[src/rtl/fifo_wr_arbiter_if.sv]
// Write-side bundle between the producers, the round-robin arbiter and the FIFO write pins.
// master = producers/FIFO-flag side, slave = arbiter side.
interface fifo_wr_arbiter_if #(
  parameter int NUM_REQ = 4,
  parameter int DATA_W  = 16
);
  localparam int IW = (NUM_REQ > 1) ? $clog2(NUM_REQ) : 1;

  logic [NUM_REQ-1:0]        req;
  logic [NUM_REQ-1:0]        req_lock;
  logic [NUM_REQ*DATA_W-1:0] req_data;
  logic [NUM_REQ-1:0]        gnt;
  logic                      fifo_full;
  logic                      fifo_write;
  logic [DATA_W-1:0]         fifo_data_in;
  logic                      burst_active;
  logic [IW-1:0]             owner;

  modport master (
    output req, req_lock, req_data, fifo_full,
    input  gnt, fifo_write, fifo_data_in, burst_active, owner
  );

  modport slave (
    input  req, req_lock, req_data, fifo_full,
    output gnt, fifo_write, fifo_data_in, burst_active, owner
  );
endinterface

[src/rtl/fifo_wr_arbiter.sv]
// Round-robin arbiter sharing one FIFO write port among NUM_REQ producers,
// with locked bursts of up to MAX_BURST words and a hard no-write-when-full guard.
module fifo_wr_arbiter #(
  parameter int NUM_REQ   = 4,
  parameter int DATA_W    = 16,
  parameter int MAX_BURST = 4
) (
  input  logic             clk,
  input  logic             rst,
  fifo_wr_arbiter_if.slave bus
);
  localparam int IW = (NUM_REQ > 1) ? $clog2(NUM_REQ) : 1;
  localparam int CW = $clog2(MAX_BURST + 1);

  localparam logic [0:0] IDLE  = 1'b0;
  localparam logic [0:0] BURST = 1'b1;

  localparam logic [IW-1:0] LAST_IDX  = IW'(NUM_REQ - 1);
  localparam logic [IW:0]   NUM_REQ_W = (IW + 1)'(NUM_REQ);
  localparam logic [CW-1:0] BEAT_MAX  = CW'(MAX_BURST);
  localparam bit            BURST_EN  = (MAX_BURST > 1);

  logic [0:0]        state_reg, state_next;
  logic [IW-1:0]     rr_ptr_reg, rr_ptr_next;
  logic [IW-1:0]     owner_reg, owner_next;
  logic [CW-1:0]     beat_cnt_reg, beat_cnt_next;
  logic [CW-1:0]     beat_inc;

  logic [DATA_W-1:0] data_arr [NUM_REQ];
  logic [IW-1:0]     cand_idx [NUM_REQ];
  logic [NUM_REQ-1:0] cand_req;

  logic              found;
  logic [IW-1:0]     winner;
  logic [IW-1:0]     sel_idx;
  logic              sel_valid;
  logic              accept;

  // Candidate gi is the requester gi places after rr_ptr, wrapping modulo NUM_REQ.
  generate
    for (genvar gi = 0; gi < NUM_REQ; gi++) begin : g_cand
      logic [IW:0] sum;
      assign data_arr[gi] = bus.req_data[gi*DATA_W +: DATA_W];
      assign sum          = {1'b0, rr_ptr_reg} + (IW + 1)'(gi);
      assign cand_idx[gi] = (sum >= NUM_REQ_W) ? IW'(sum - NUM_REQ_W) : IW'(sum);
      assign cand_req[gi] = bus.req[cand_idx[gi]];
    end
  endgenerate

  // Scan from the far end so the closest candidate to rr_ptr is written last and wins.
  always_comb begin
    found  = 1'b0;
    winner = '0;
    for (int k = NUM_REQ - 1; k >= 0; k--) begin
      if (cand_req[k]) begin
        found  = 1'b1;
        winner = cand_idx[k];
      end
    end
  end

  assign sel_idx   = (state_reg == BURST) ? owner_reg : winner;
  assign sel_valid = (state_reg == BURST) ? bus.req[owner_reg] : found;
  // rst gates the grant combinationally so outputs drop the instant reset rises.
  assign accept    = sel_valid & ~bus.fifo_full & ~rst;

  assign bus.gnt          = accept ? (NUM_REQ'(1) << sel_idx) : '0;
  assign bus.fifo_write   = accept;
  assign bus.fifo_data_in = accept ? data_arr[sel_idx] : '0;
  assign bus.burst_active = (state_reg == BURST);
  assign bus.owner        = owner_reg;

  always_comb begin
    state_next    = state_reg;
    rr_ptr_next   = rr_ptr_reg;
    owner_next    = owner_reg;
    beat_cnt_next = beat_cnt_reg;
    beat_inc      = beat_cnt_reg + CW'(1);

    if (state_reg == IDLE) begin
      if (accept) begin
        rr_ptr_next = (winner == LAST_IDX) ? '0 : winner + IW'(1);
        owner_next  = winner;
        if (BURST_EN && bus.req_lock[winner]) begin
          state_next    = BURST;
          beat_cnt_next = CW'(1);
        end
      end
    end else begin
      if (!bus.req[owner_reg]) begin
        // Owner walked away: burn this cycle and fall back to round-robin.
        state_next    = IDLE;
        beat_cnt_next = '0;
      end else if (accept) begin
        if (!bus.req_lock[owner_reg] || (beat_inc == BEAT_MAX)) begin
          state_next    = IDLE;
          beat_cnt_next = '0;
        end else begin
          beat_cnt_next = beat_inc;
        end
      end
    end
  end

  always_ff @(posedge clk or posedge rst) begin
    if (rst) begin
      state_reg    <= IDLE;
      rr_ptr_reg   <= '0;
      owner_reg    <= '0;
      beat_cnt_reg <= '0;
    end else begin
      state_reg    <= state_next;
      rr_ptr_reg   <= rr_ptr_next;
      owner_reg    <= owner_next;
      beat_cnt_reg <= beat_cnt_next;
    end
  end
endmodule

[src/flat_wrapper.sv]
// flat-port wrapper written by rule: the top's interface ports become plain ports
module fifo_wr_arbiter_flat 
#(
  parameter int NUM_REQ   = 4,
  parameter int DATA_W    = 16,
  parameter int MAX_BURST = 4
)
  (clk, rst, bus_req, bus_req_lock, bus_req_data, bus_fifo_full, bus_gnt, bus_fifo_write, bus_fifo_data_in, bus_burst_active, bus_owner);
  fifo_wr_arbiter_if #(.NUM_REQ(NUM_REQ), .DATA_W(DATA_W)) bus_i ();
  input  logic clk;
  input  logic rst;
  input wire logic [$bits(bus_i.req)-1:0] bus_req;
  input wire logic [$bits(bus_i.req_lock)-1:0] bus_req_lock;
  input wire logic [$bits(bus_i.req_data)-1:0] bus_req_data;
  input wire logic [$bits(bus_i.fifo_full)-1:0] bus_fifo_full;
  output wire logic [$bits(bus_i.gnt)-1:0] bus_gnt;
  output wire logic [$bits(bus_i.fifo_write)-1:0] bus_fifo_write;
  output wire logic [$bits(bus_i.fifo_data_in)-1:0] bus_fifo_data_in;
  output wire logic [$bits(bus_i.burst_active)-1:0] bus_burst_active;
  output wire logic [$bits(bus_i.owner)-1:0] bus_owner;
  assign bus_i.req = bus_req;
  assign bus_i.req_lock = bus_req_lock;
  assign bus_i.req_data = bus_req_data;
  assign bus_i.fifo_full = bus_fifo_full;
  assign bus_gnt = bus_i.gnt;
  assign bus_fifo_write = bus_i.fifo_write;
  assign bus_fifo_data_in = bus_i.fifo_data_in;
  assign bus_burst_active = bus_i.burst_active;
  assign bus_owner = bus_i.owner;
  fifo_wr_arbiter #(.NUM_REQ(NUM_REQ), .DATA_W(DATA_W), .MAX_BURST(MAX_BURST)) u_core (.clk(clk), .rst(rst), .bus(bus_i));
endmodule
[config.mk]
export PLATFORM = sky130hd
export DESIGN_NAME = fifo_wr_arbiter_flat
export DESIGN_NICKNAME = d
export VERILOG_FILES = /design/src/rtl/fifo_wr_arbiter_if.sv /design/src/rtl/fifo_wr_arbiter.sv /design/src/flat_wrapper.sv
export SDC_FILE = /design/constraint.sdc
export NUM_CORES = 1
export LEC_CHECK = 0
export CAP_MARGIN = 10
export CELL_PAD_IN_SITES_DETAIL_PLACEMENT = 1
export CELL_PAD_IN_SITES_GLOBAL_PLACEMENT = 1
export CORE_MARGIN = 2
export CORE_UTILIZATION = 24
export CTS_CLUSTER_DIAMETER = 50
export DETAILED_ROUTE_END_ITERATION = 8
export GPL_ROUTABILITY_DRIVEN = 1
export PLACE_DENSITY = 0.95
export SYNTH_ARGS = -nofsm -noshare
export SYNTH_HDL_FRONTEND = slang
export SYNTH_SLANG_ARGS = --single-unit
export TNS_END_PERCENT = 50
[constraint.sdc]
create_clock -name clk -period 3.7 [get_ports clk]
set_input_delay 0.74 -clock clk [delete_from_list [all_inputs] [get_ports clk]]
set_output_delay 0.74 -clock clk [all_outputs]
set_load 0.05 [all_outputs]
==> metrics <==
Layout Skew=0.007746 ns; multi-input logic area=898.4 um^2; status=finished clean; internal power=0.7855 mW; Fin. Hold Viols=0; hold slack=0.5636 ns; crit-path most repeated cell=buf_4; Crit path max-delay family=buffers and inverters; Buf/Inv on CP=3; fillers=529; Max Buffers Root-to-Sink=2; sequential power share=11.1%; Slew Viols, Final=0; Setup-failing EPs final=0; fin crit share=96.07%; vias in the first global route=1543; Synth warnings=0; total number of vias=1496; most frequent cells in the layout=clkdlybuf4s50_1, mux2i_1, buf_12; Num CTS Buffers=3; CTS tree=built; max reg flops=3; cell taking the most area after synthesis=mux2i_1; DRC Markers=0; Rel. slew slack=66.43%; Tmin final=3.555 ns; Max-Cap Viols=0; die width=74.34 um; Clock Power Share=7.1%; Crit. End Element=output port; RSZ-0062 raised after global routing=false; Post-Synthesis Cells=132; Yosys reg bits=8; initial antenna violation count=0; dpl hpwl=4.588 mm; gr ovfl total=0; CP max stage cell=or4_1; initial cell density of the core=24.97%; CP peak stage delay=0.57 ns; Syn Std Cell Area=1187 um^2; synth unique cells=40; Worst VDD drop=0.3612 mV; syn_area_per_cell=8.995 um^2; global-route wire length before repair=7.624 mm; actual slew at the worst max-slew pin=0.5020 ns; FP Rows=25; Die Y=74.34 um; Synth top area share=27.82%; sequential fraction of the synthesis area=16.86%; CTS Hold Bufs=0; Setup CP Type=primary input to output port; ant diodes=0; drt via density=4.921; Core ar.=4755 um^2; CP Data Arrival Time=2.81 ns; worst skew pair latency=0.24 ns; top cells by area, synth=mux2i_1, dfrtp_1, o22ai_1, buf_6, nand2_1; Starting DRT DRC Count=20; Port Buffers=98; syn_nets=209; Register Area=200.2 um^2; CP required=2.96 ns; Clk Tree Root Cell=clkbuf_8; DRT Pass-1 Iters=4; Layout Area Growth over Synthesis=111.5%; fraction of final layout cells sized beyond drive strength 1=19.83%; CP cell instances=clkdlybuf4s50_1, or4_1, o221a_1, o211ai_4, buf_4, and2b_2, buf_4; Net Sw Power=0.7414 mW; PwrDens=608.0 nW/um^2; largest net degree at the start of global routing=22; Total GRT Usage=18.05%; Worst Setup Start Kind=primary input; Clock transition at path regs=0.04 ns; CP Max Fanout=8; Gate power share=81.8%; r2r setup slk=1.66 ns; total negative setup slack=0 ns; commonest non-fill, non-tap cell in the layout=clkdlybuf4s50_1; WL/cell=17.75 um; num ports=99; gpl congestion=0.7864; Switching Share=48.56%; Net count, final=316; Die ar.=5526 um^2; HP Class=flop to flop; fmax=281.3 MHz; CTS H-tree lvls=1; drt total wl=5.396 mm; leakage=1.049 nW; post-route ant nets=0; Sink Count=8
-- layout make-up --
| type | instances | share of cell area (%) |
|---|---|---|
| Timing Repair Buffer | 110 | 50.52 |
| Tap cell | 67 | 3.338 |
| Clock buffer | 3 | 1.644 |
| Inverter | 5 | 0.7474 |
| Multi-Input combinational cell | 111 | 35.77 |
| Sequential cell | 8 | 7.972 |
-- metal layers --
metal,routed length [um],part of all wire [%],global-route usage [%],vias to the layer above
li1,-,-,-,722
met1,1880,35,18.35,699
met2,2911,54,36.01,69
met3,553,10,4.472,6
met4,52,0.96,5.159,0
met5,0,0,0,-
-- kinds of logic (layout without fill, tap and decap cells) --
group | after synthesis | in the layout | synth area share, %
adders and majority gates | 2 | 2 | 2.107
buffers and inverters | 13 | 118 | 8.640
DFF | 8 | 8 | 16.86
xor gates and xnor gates | 2 | 2 | 1.476
AOI/OAI and AO/OA | 42 | 42 | 25.92
and+or+nand+nor | 30 | 30 | 13.07
muxes | 35 | 35 | 31.93
-- synthesized netlist by cell type (all sizes together) --
cell type and number:
a211oi 1, or2 1, nand3b 1, inv 5
o21a 1, a21oi 5, o21ai 7, o21bai 1
nand2b 1, xnor2 2, or4 1, o22a 1
o2111a 1, nand2 11, o211ai 1, dfrtp 8
o22ai 17, mux4 2, and3 3, and2b 1
buf 8, nor2 7, nand3 3, ha 2
a21boi 2, o311ai 2, o31ai 1, a21bo 1
o221a 1, nand4b 1, mux2i 33
-- final timing paths --
| path | cells past startpoint | endpoint | from |
|---|---|---|---|
| max | 7 | bus_gnt[2] | bus_req[2] |
| min | 1 | u_core.beat_cnt_reg[0]$_DFFE_PP0P_ | u_core.beat_cnt_reg[0]$_DFFE_PP0P_ |
| max reg2reg | 7 | u_core.beat_cnt_reg[0]$_DFFE_PP0P_ | u_core.bus.owner[0]$_DFFE_PP0P_ |
| min reg2reg | 1 | u_core.beat_cnt_reg[0]$_DFFE_PP0P_ | u_core.beat_cnt_reg[0]$_DFFE_PP0P_ |
| max in group asynchronous | 2 | u_core.bus.owner[1]$_DFFE_PP0P_ | rst |
| min in group asynchronous | 2 | u_core.rr_ptr_reg[0]$_DFFE_PP0P_ | rst |
-- timing repair --
| item | in CTS | in global routing |
|---|---|---|
| buffers inserted | 0 | 3 |
| setup endpoints to repair | 0 | 16 |
| endpoints found under the hold margin | 0 | 0 |
| resized for setup | 0 | 1 |
-- metrics by stage --
step	power (mW)	util (%)	cells	setup WS (ns)	instance area [um^2]
finish	1.527	52.82	304	0.1453	2511
CTS	1.511	51.95	301	0.06274	2470
detailed placement	1.396	51.08	298	0.06818	2429
floorplan	0.9279	-	132	0.4511	1187
global route	1.610	52.82	304	0.02487	2511
global placement	1.355	51.08	298	0.1059	2429
-- power by group through the flow --
stage	Sequential [mW]	Combinational (mW)	Clock (mW)
4_1_cts	0.170	1.23	0.112
6_report	0.170	1.25	0.108
2_1_floorplan	0.212	0.716	0
3_5_place_dp	0.171	1.23	0
5_1_grt	0.177	1.32	0.116
3_3_place_gp	0.167	1.19	0
No activity file was read; power rests on OpenSTA's default activity.
==> RTL edit 1: new RTL, same settings <==
`NUM_REQ` is set to 4 in 3 places; all go to 2.
--- a/src/rtl/fifo_wr_arbiter_if.sv
+++ b/src/rtl/fifo_wr_arbiter_if.sv
@@ -1,7 +1,7 @@
 // Write-side bundle between the producers, the round-robin arbiter and the FIFO write pins.
 // master = producers/FIFO-flag side, slave = arbiter side.
 interface fifo_wr_arbiter_if #(
-  parameter int NUM_REQ = 4,
+  parameter int NUM_REQ = 2,
   parameter int DATA_W  = 16
 );
   localparam int IW = (NUM_REQ > 1) ? $clog2(NUM_REQ) : 1;
--- a/src/rtl/fifo_wr_arbiter.sv
+++ b/src/rtl/fifo_wr_arbiter.sv
@@ -1,7 +1,7 @@
 // Round-robin arbiter sharing one FIFO write port among NUM_REQ producers,
 // with locked bursts of up to MAX_BURST words and a hard no-write-when-full guard.
 module fifo_wr_arbiter #(
-  parameter int NUM_REQ   = 4,
+  parameter int NUM_REQ   = 2,
   parameter int DATA_W    = 16,
   parameter int MAX_BURST = 4
 ) (
--- a/src/flat_wrapper.sv
+++ b/src/flat_wrapper.sv
@@ -1,7 +1,7 @@
 // flat-port wrapper written by rule: the top's interface ports become plain ports
 module fifo_wr_arbiter_flat 
 #(
-  parameter int NUM_REQ   = 4,
+  parameter int NUM_REQ   = 2,
   parameter int DATA_W    = 16,
   parameter int MAX_BURST = 4
 )
Interface: changed (5 resized); port bits go from 99 to 60. No check against the original RTL was run, so the function may have changed too.
==> RTL edit 1 against the unedited design <==
- synthesized area down 44%
- total power is 64% lower
- setup slack improved by 140 ps
- wire length decreased by 44%
- sequential cell count is 2 lower
- final area fell by 42%
- non-clock buffer count shrank 49
==> RTL edit 1: results (changes against the unedited design) <==
| Metric | Value |
|---|---|
| Synth area leaders | dfrtp_1 23%, nand2_1 22%, a21oi_1 13%, ha_1 3.8%, nor2_1 3.4% (was mux2i_1 28%, dfrtp_1 17%, o22ai_1 8.4%, buf_6 4.7%, nand2_1 3.2%) |
| RR Endpoint | u_core.beat_cnt_reg[1] (was u_core.beat_cnt_reg[0]) |
| Final period util | 0.924 (was 0.961) |
| Largest net degree at the start of global routing | 25 (was 22) |
| Initial DRT Pass Iterations | 4 (unchanged) |
| Compound-Gate Fraction of Synth Area | 0.281 (was 0.259) |
| H-tree depth | 1 (unchanged) |
| Max-slew headroom | 0.299 (was 0.664) |
| Via count | 961 (was 1496) |
| Post-Synth XOR/XNOR Area | 0.0133 (was 0.0148) |
| Worst r2r src | u_core.bus.burst_active (was u_core.bus.owner[0]) |
| Lkg Pwr | 0.627 nW (was 1.05 nW) |
| Skew-Pair Late Insertion Delay | between 200 and 300 ps |
| Crit Path Max Fanout | 24 (was 8) |
| Worst-path clk slew | 40 ps (about the same) |
| GRT Overall Usage | 0.202 (was 0.180) |
| Hold path cells | 1 (unchanged) |
| Switching Share | 0.487 (was 0.486) |
| Min-Delay Startpoint | u_core.rr_ptr_reg (was u_core.beat_cnt_reg[0]) |
| Max VDD drop | 191 uV (was 361 uV) |
| Skew final | 1.72 ps (was 7.75 ps) |
| Initial drt markers | 21 (was 20) |
| Crit path DAT | 2680 ps (was 2810 ps) |
| Synth top cells by count | 38 x nand2_1, 17 x a21oi_1, 6 x dfrtp_1, 6 x nor2_1 (was 33 x mux2i_1, 16 x o22ai_1, 10 x nand2_1) |
| Post-Synth Adder-Cell Area | 0.0380 (was 0.0211) |
| I/O Buffers | 59 (was 98) |
| CTS buffer count | 3 (unchanged) |
| R2R cell count | 5 (was 7) |
| Synthesized area per cell | 6.46 um^2 (was 9.00 um^2) |
| Cell Area, Placed | 1420 um^2 (was 2430 um^2) |
| Number of distinct library cells after synthesis | 27 (was 40) |
| Layout cell share with drive strength beyond 1 | 0.175 (was 0.198) |
| Mux share of post-synthesis cell area | 0.0474 (was 0.319) |
| Final HPWL DP | 2.42 mm (was 4.59 mm) |
| Status | finished clean (unchanged) |
| Post-Layout Cell Count | 191 (was 304) |
| Pre-CTS setup slack | 278 ps (was 68.2 ps) |
| Vias in the first global route | 1103 (was 1543) |
| DR WL/cell | 15.7 um (was 17.8 um) |
| Syn Nets | 143 (was 209) |
| Seq/Total Area, Yosys | 0.228 (was 0.169) |
| Root Driver | clkbuf_4 (was clkbuf_8) |
| Final #Nets | 203 (was 316) |
| Global-route wire length before repair | 5.00 mm (was 7.62 mm) |
| GP Congestion | 0.843 (was 0.786) |
| Fillcell total | 333 (was 529) |
| Reg2Reg Setup Slack | 1390 ps (was 1660 ps) |
| Endpoint, Worst Hold | u_core.rr_ptr_reg (was u_core.beat_cnt_reg[0]) |
[RTL edit 1: power by group through the flow]
stage | combinational (mW) | clock, mW | sequential (mW)
floorplan | 0.203 | 0 | 0.127
global placement | 0.363 | 0 | 0.112
detailed placement | 0.379 | 0 | 0.115
CTS | 0.384 | 0.0632 | 0.114
global route | 0.405 | 0.0686 | 0.119
finish | 0.379 | 0.0620 | 0.115
[RTL edit 1: worst max-delay path: stages]
cell	delay (ps)
clkdlybuf4s50_1	530
o21a_1	170
o221ai_2	790
a21oi_1	210
buf_12	230
[RTL edit 1: area by class of cell]
class / count / area share
clock buffer: 3 / 0.0156
timing repair buffer: 61 / 0.525
sequential: 6 / 0.104
multi-input combinational: 86 / 0.319
inverter: 4 / 0.0104
tap: 31 / 0.0268
[RTL edit 1: through the flow]
step / hold slack (ps) / power (mW) / utilization
after CTS: 520 / 0.562 / 0.538
after floorplan: 471 / 0.329 / -
after global routing: 547 / 0.592 / 0.538
after global placement: 496 / 0.475 / 0.530
final: 526 / 0.556 / 0.538
after detailed placement: 510 / 0.494 / 0.530
[RTL edit 1: worst max-delay path by stage]
stage | from | cells past startpoint | endpoint
finish | bus_req[1] | 5 | bus_fifo_data_in[10]
detailed placement | bus_req[1] | 5 | bus_fifo_data_in[4]
global route | bus_req[1] | 5 | bus_fifo_data_in[4]
global placement | bus_req[1] | 5 | bus_fifo_data_in[11]
CTS | bus_req[0] | 8 | bus_fifo_data_in[10]
floorplan | bus_req[0] | 6 | bus_fifo_data_in[10]
[RTL edit 1: cells by family (layout without fill, tap and decap cells)]
logic type,Yosys count,in the layout
compound gates,29,29
xor+xnor,1,1
fa+ha+maj,2,2
buf+inv,10,68
flops,6,6
mux,3,3
simple gates,51,51
[RTL edit 1: metal layers]
metal / share of wire / vias to the layer above / routed length, um / global-route usage
met4: 0.025 / 0 / 75 / 0.0918
met1: 0.34 / 446 / 1030 / 0.194
met2: 0.58 / 38 / 1750 / 0.407
met5: 0 / - / 0 / 0
li1: - / 468 / - / -
met3: 0.051 / 9 / 154 / 0.0346
==> RTL edit 2: new RTL, same flow settings <==
Without the edit above. Make the reset (`rst`) synchronous in one clocked block.
--- a/src/rtl/fifo_wr_arbiter.sv
+++ b/src/rtl/fifo_wr_arbiter.sv
@@ -102,7 +102,7 @@
     end
   end
 
-  always_ff @(posedge clk or posedge rst) begin
+  always_ff @(posedge clk) begin
     if (rst) begin
       state_reg    <= IDLE;
       rr_ptr_reg   <= '0;
Formal check against the unedited RTL: differs if rst is asserted again (counterexample within 4 cycles, from zero or initial values and one cycle with rst high); with rst held inactive, the same outputs for 10 cycles.
==> RTL edit 2 against the unedited design <==
- clock skew increased by 1.8 ps
- die area up 4.7%
- sequential share of layout area shrank 1.9 points
- register-to-register slack better by 40 ps
- non-clock buffer count decreased by 1
- wire length up 22%
- final area rose by 5.5%
- sequential cell count stayed put
- critical endpoint is now bus_fifo_data_in[11]
- setup slack improved by 210 ps
- first-iteration DRC count grew to 3.9 times the old value
- synthesized area increased by 5.0%
- critical path depth rose by 2
Power is not compared: it rests on default switching activity, and its combinational part moved more than twofold at a synthesized area within 25%.
==> RTL edit 2: results (changes against the unedited design) <==
| Metric | Value |
|---|---|
| Status | finished clean (unchanged) |
| Max-slew headroom | 0.657 (was 0.664) |
| Final #Nets | 329 (was 316) |
| R2R cell count | 6 (was 7) |
| Reg2Reg Setup Slack | 1700 ps (was 1660 ps) |
| GP Congestion | 0.848 (was 0.786) |
| Syn Nets | 226 (was 209) |
| Synth area leaders | dfxtp_1 13%, a32oi_1 11%, a22oi_1 9.6%, o21ai_1 7.6%, buf_6 4.5% (was mux2i_1 28%, dfrtp_1 17%, o22ai_1 8.4%, buf_6 4.7%, nand2_1 3.2%) |
| Min Hold Slack | 528 ps (was 564 ps) |
| Met3 Wirelength | 314 um (was 553 um) |
| Number of distinct library cells after synthesis | 52 (was 40) |
| Global-route wire length before repair | 10.3 mm (was 7.62 mm) |
| Crit Path Max Fanout | 17 (was 8) |
| M2 GR Usage | 0.409 (was 0.360) |
| Compound-Gate Fraction of Synth Area | 0.497 (was 0.259) |
| GRT met3 Usage | 0.0320 (was 0.0447) |
| Largest net degree at the start of global routing | 21 (was 22) |
| Mux share of post-synthesis cell area | 0.0592 (was 0.319) |
| Post-Synth XOR/XNOR Area | 0.0141 (was 0.0148) |
| Synth top cells by count | 19 x o21ai_1, 16 x a22oi_1, 16 x a32oi_1 (was 33 x mux2i_1, 16 x o22ai_1, 10 x nand2_1) |
| Layout cell share with drive strength beyond 1 | 0.244 (was 0.198) |
| RR Endpoint | u_core.beat_cnt_reg[0] (unchanged) |
| Skew final | 9.55 ps (was 7.75 ps) |
| Met1 WL | 2.60 mm (was 1.88 mm) |
| Critical path's top delay family | simple AND/OR/NAND/NOR gates (was buffers and inverters) |
| Cell Area, Placed | 2520 um^2 (was 2430 um^2) |
| Async set-reset flop share out of synthesis | 0 (was 1.00) |
| Post-Synth Adder-Cell Area | 0.0201 (was 0.0211) |
[RTL edit 2: cell count changes after synthesis, sizes merged, moves of 5 or more]
cell	unedited run	this run
mux2i	33	1
a32oi	0	16
o21ai	7	25
dfxtp	0	8
nand2	11	6
a22oi	0	16
o22ai	17	1
dfrtp	8	0
[RTL edit 2: power breakdown]
| group | switching [mW] | internal (mW) | total [mW] |
|---|---|---|---|
| clock network | 0.0410 | 0.0711 | 0.112 |
| logic | 0.222 | 0.219 | 0.441 |
| registers | 0.00796 | 0.0912 | 0.0992 |
| total | 0.271 | 0.381 | 0.652 |
[RTL edit 2: cell type report]
cell class / instances / area share
Tap cell: 70 / 0.0331
Sequential cell: 8 / 0.0605
Timing Repair Buffer: 109 / 0.499
Multi-Input combinational cell: 127 / 0.387
Inverter: 3 / 0.00520
Clock buffer: 3 / 0.0156
[RTL edit 2: timing repair]
action | in CTS | in global routing
pin swaps | 0 | 2
hold buffers | 0 | 0
resized for setup | 8 | 9
setup endpoints to repair | 16 | 16
buffers inserted | 0 | 1
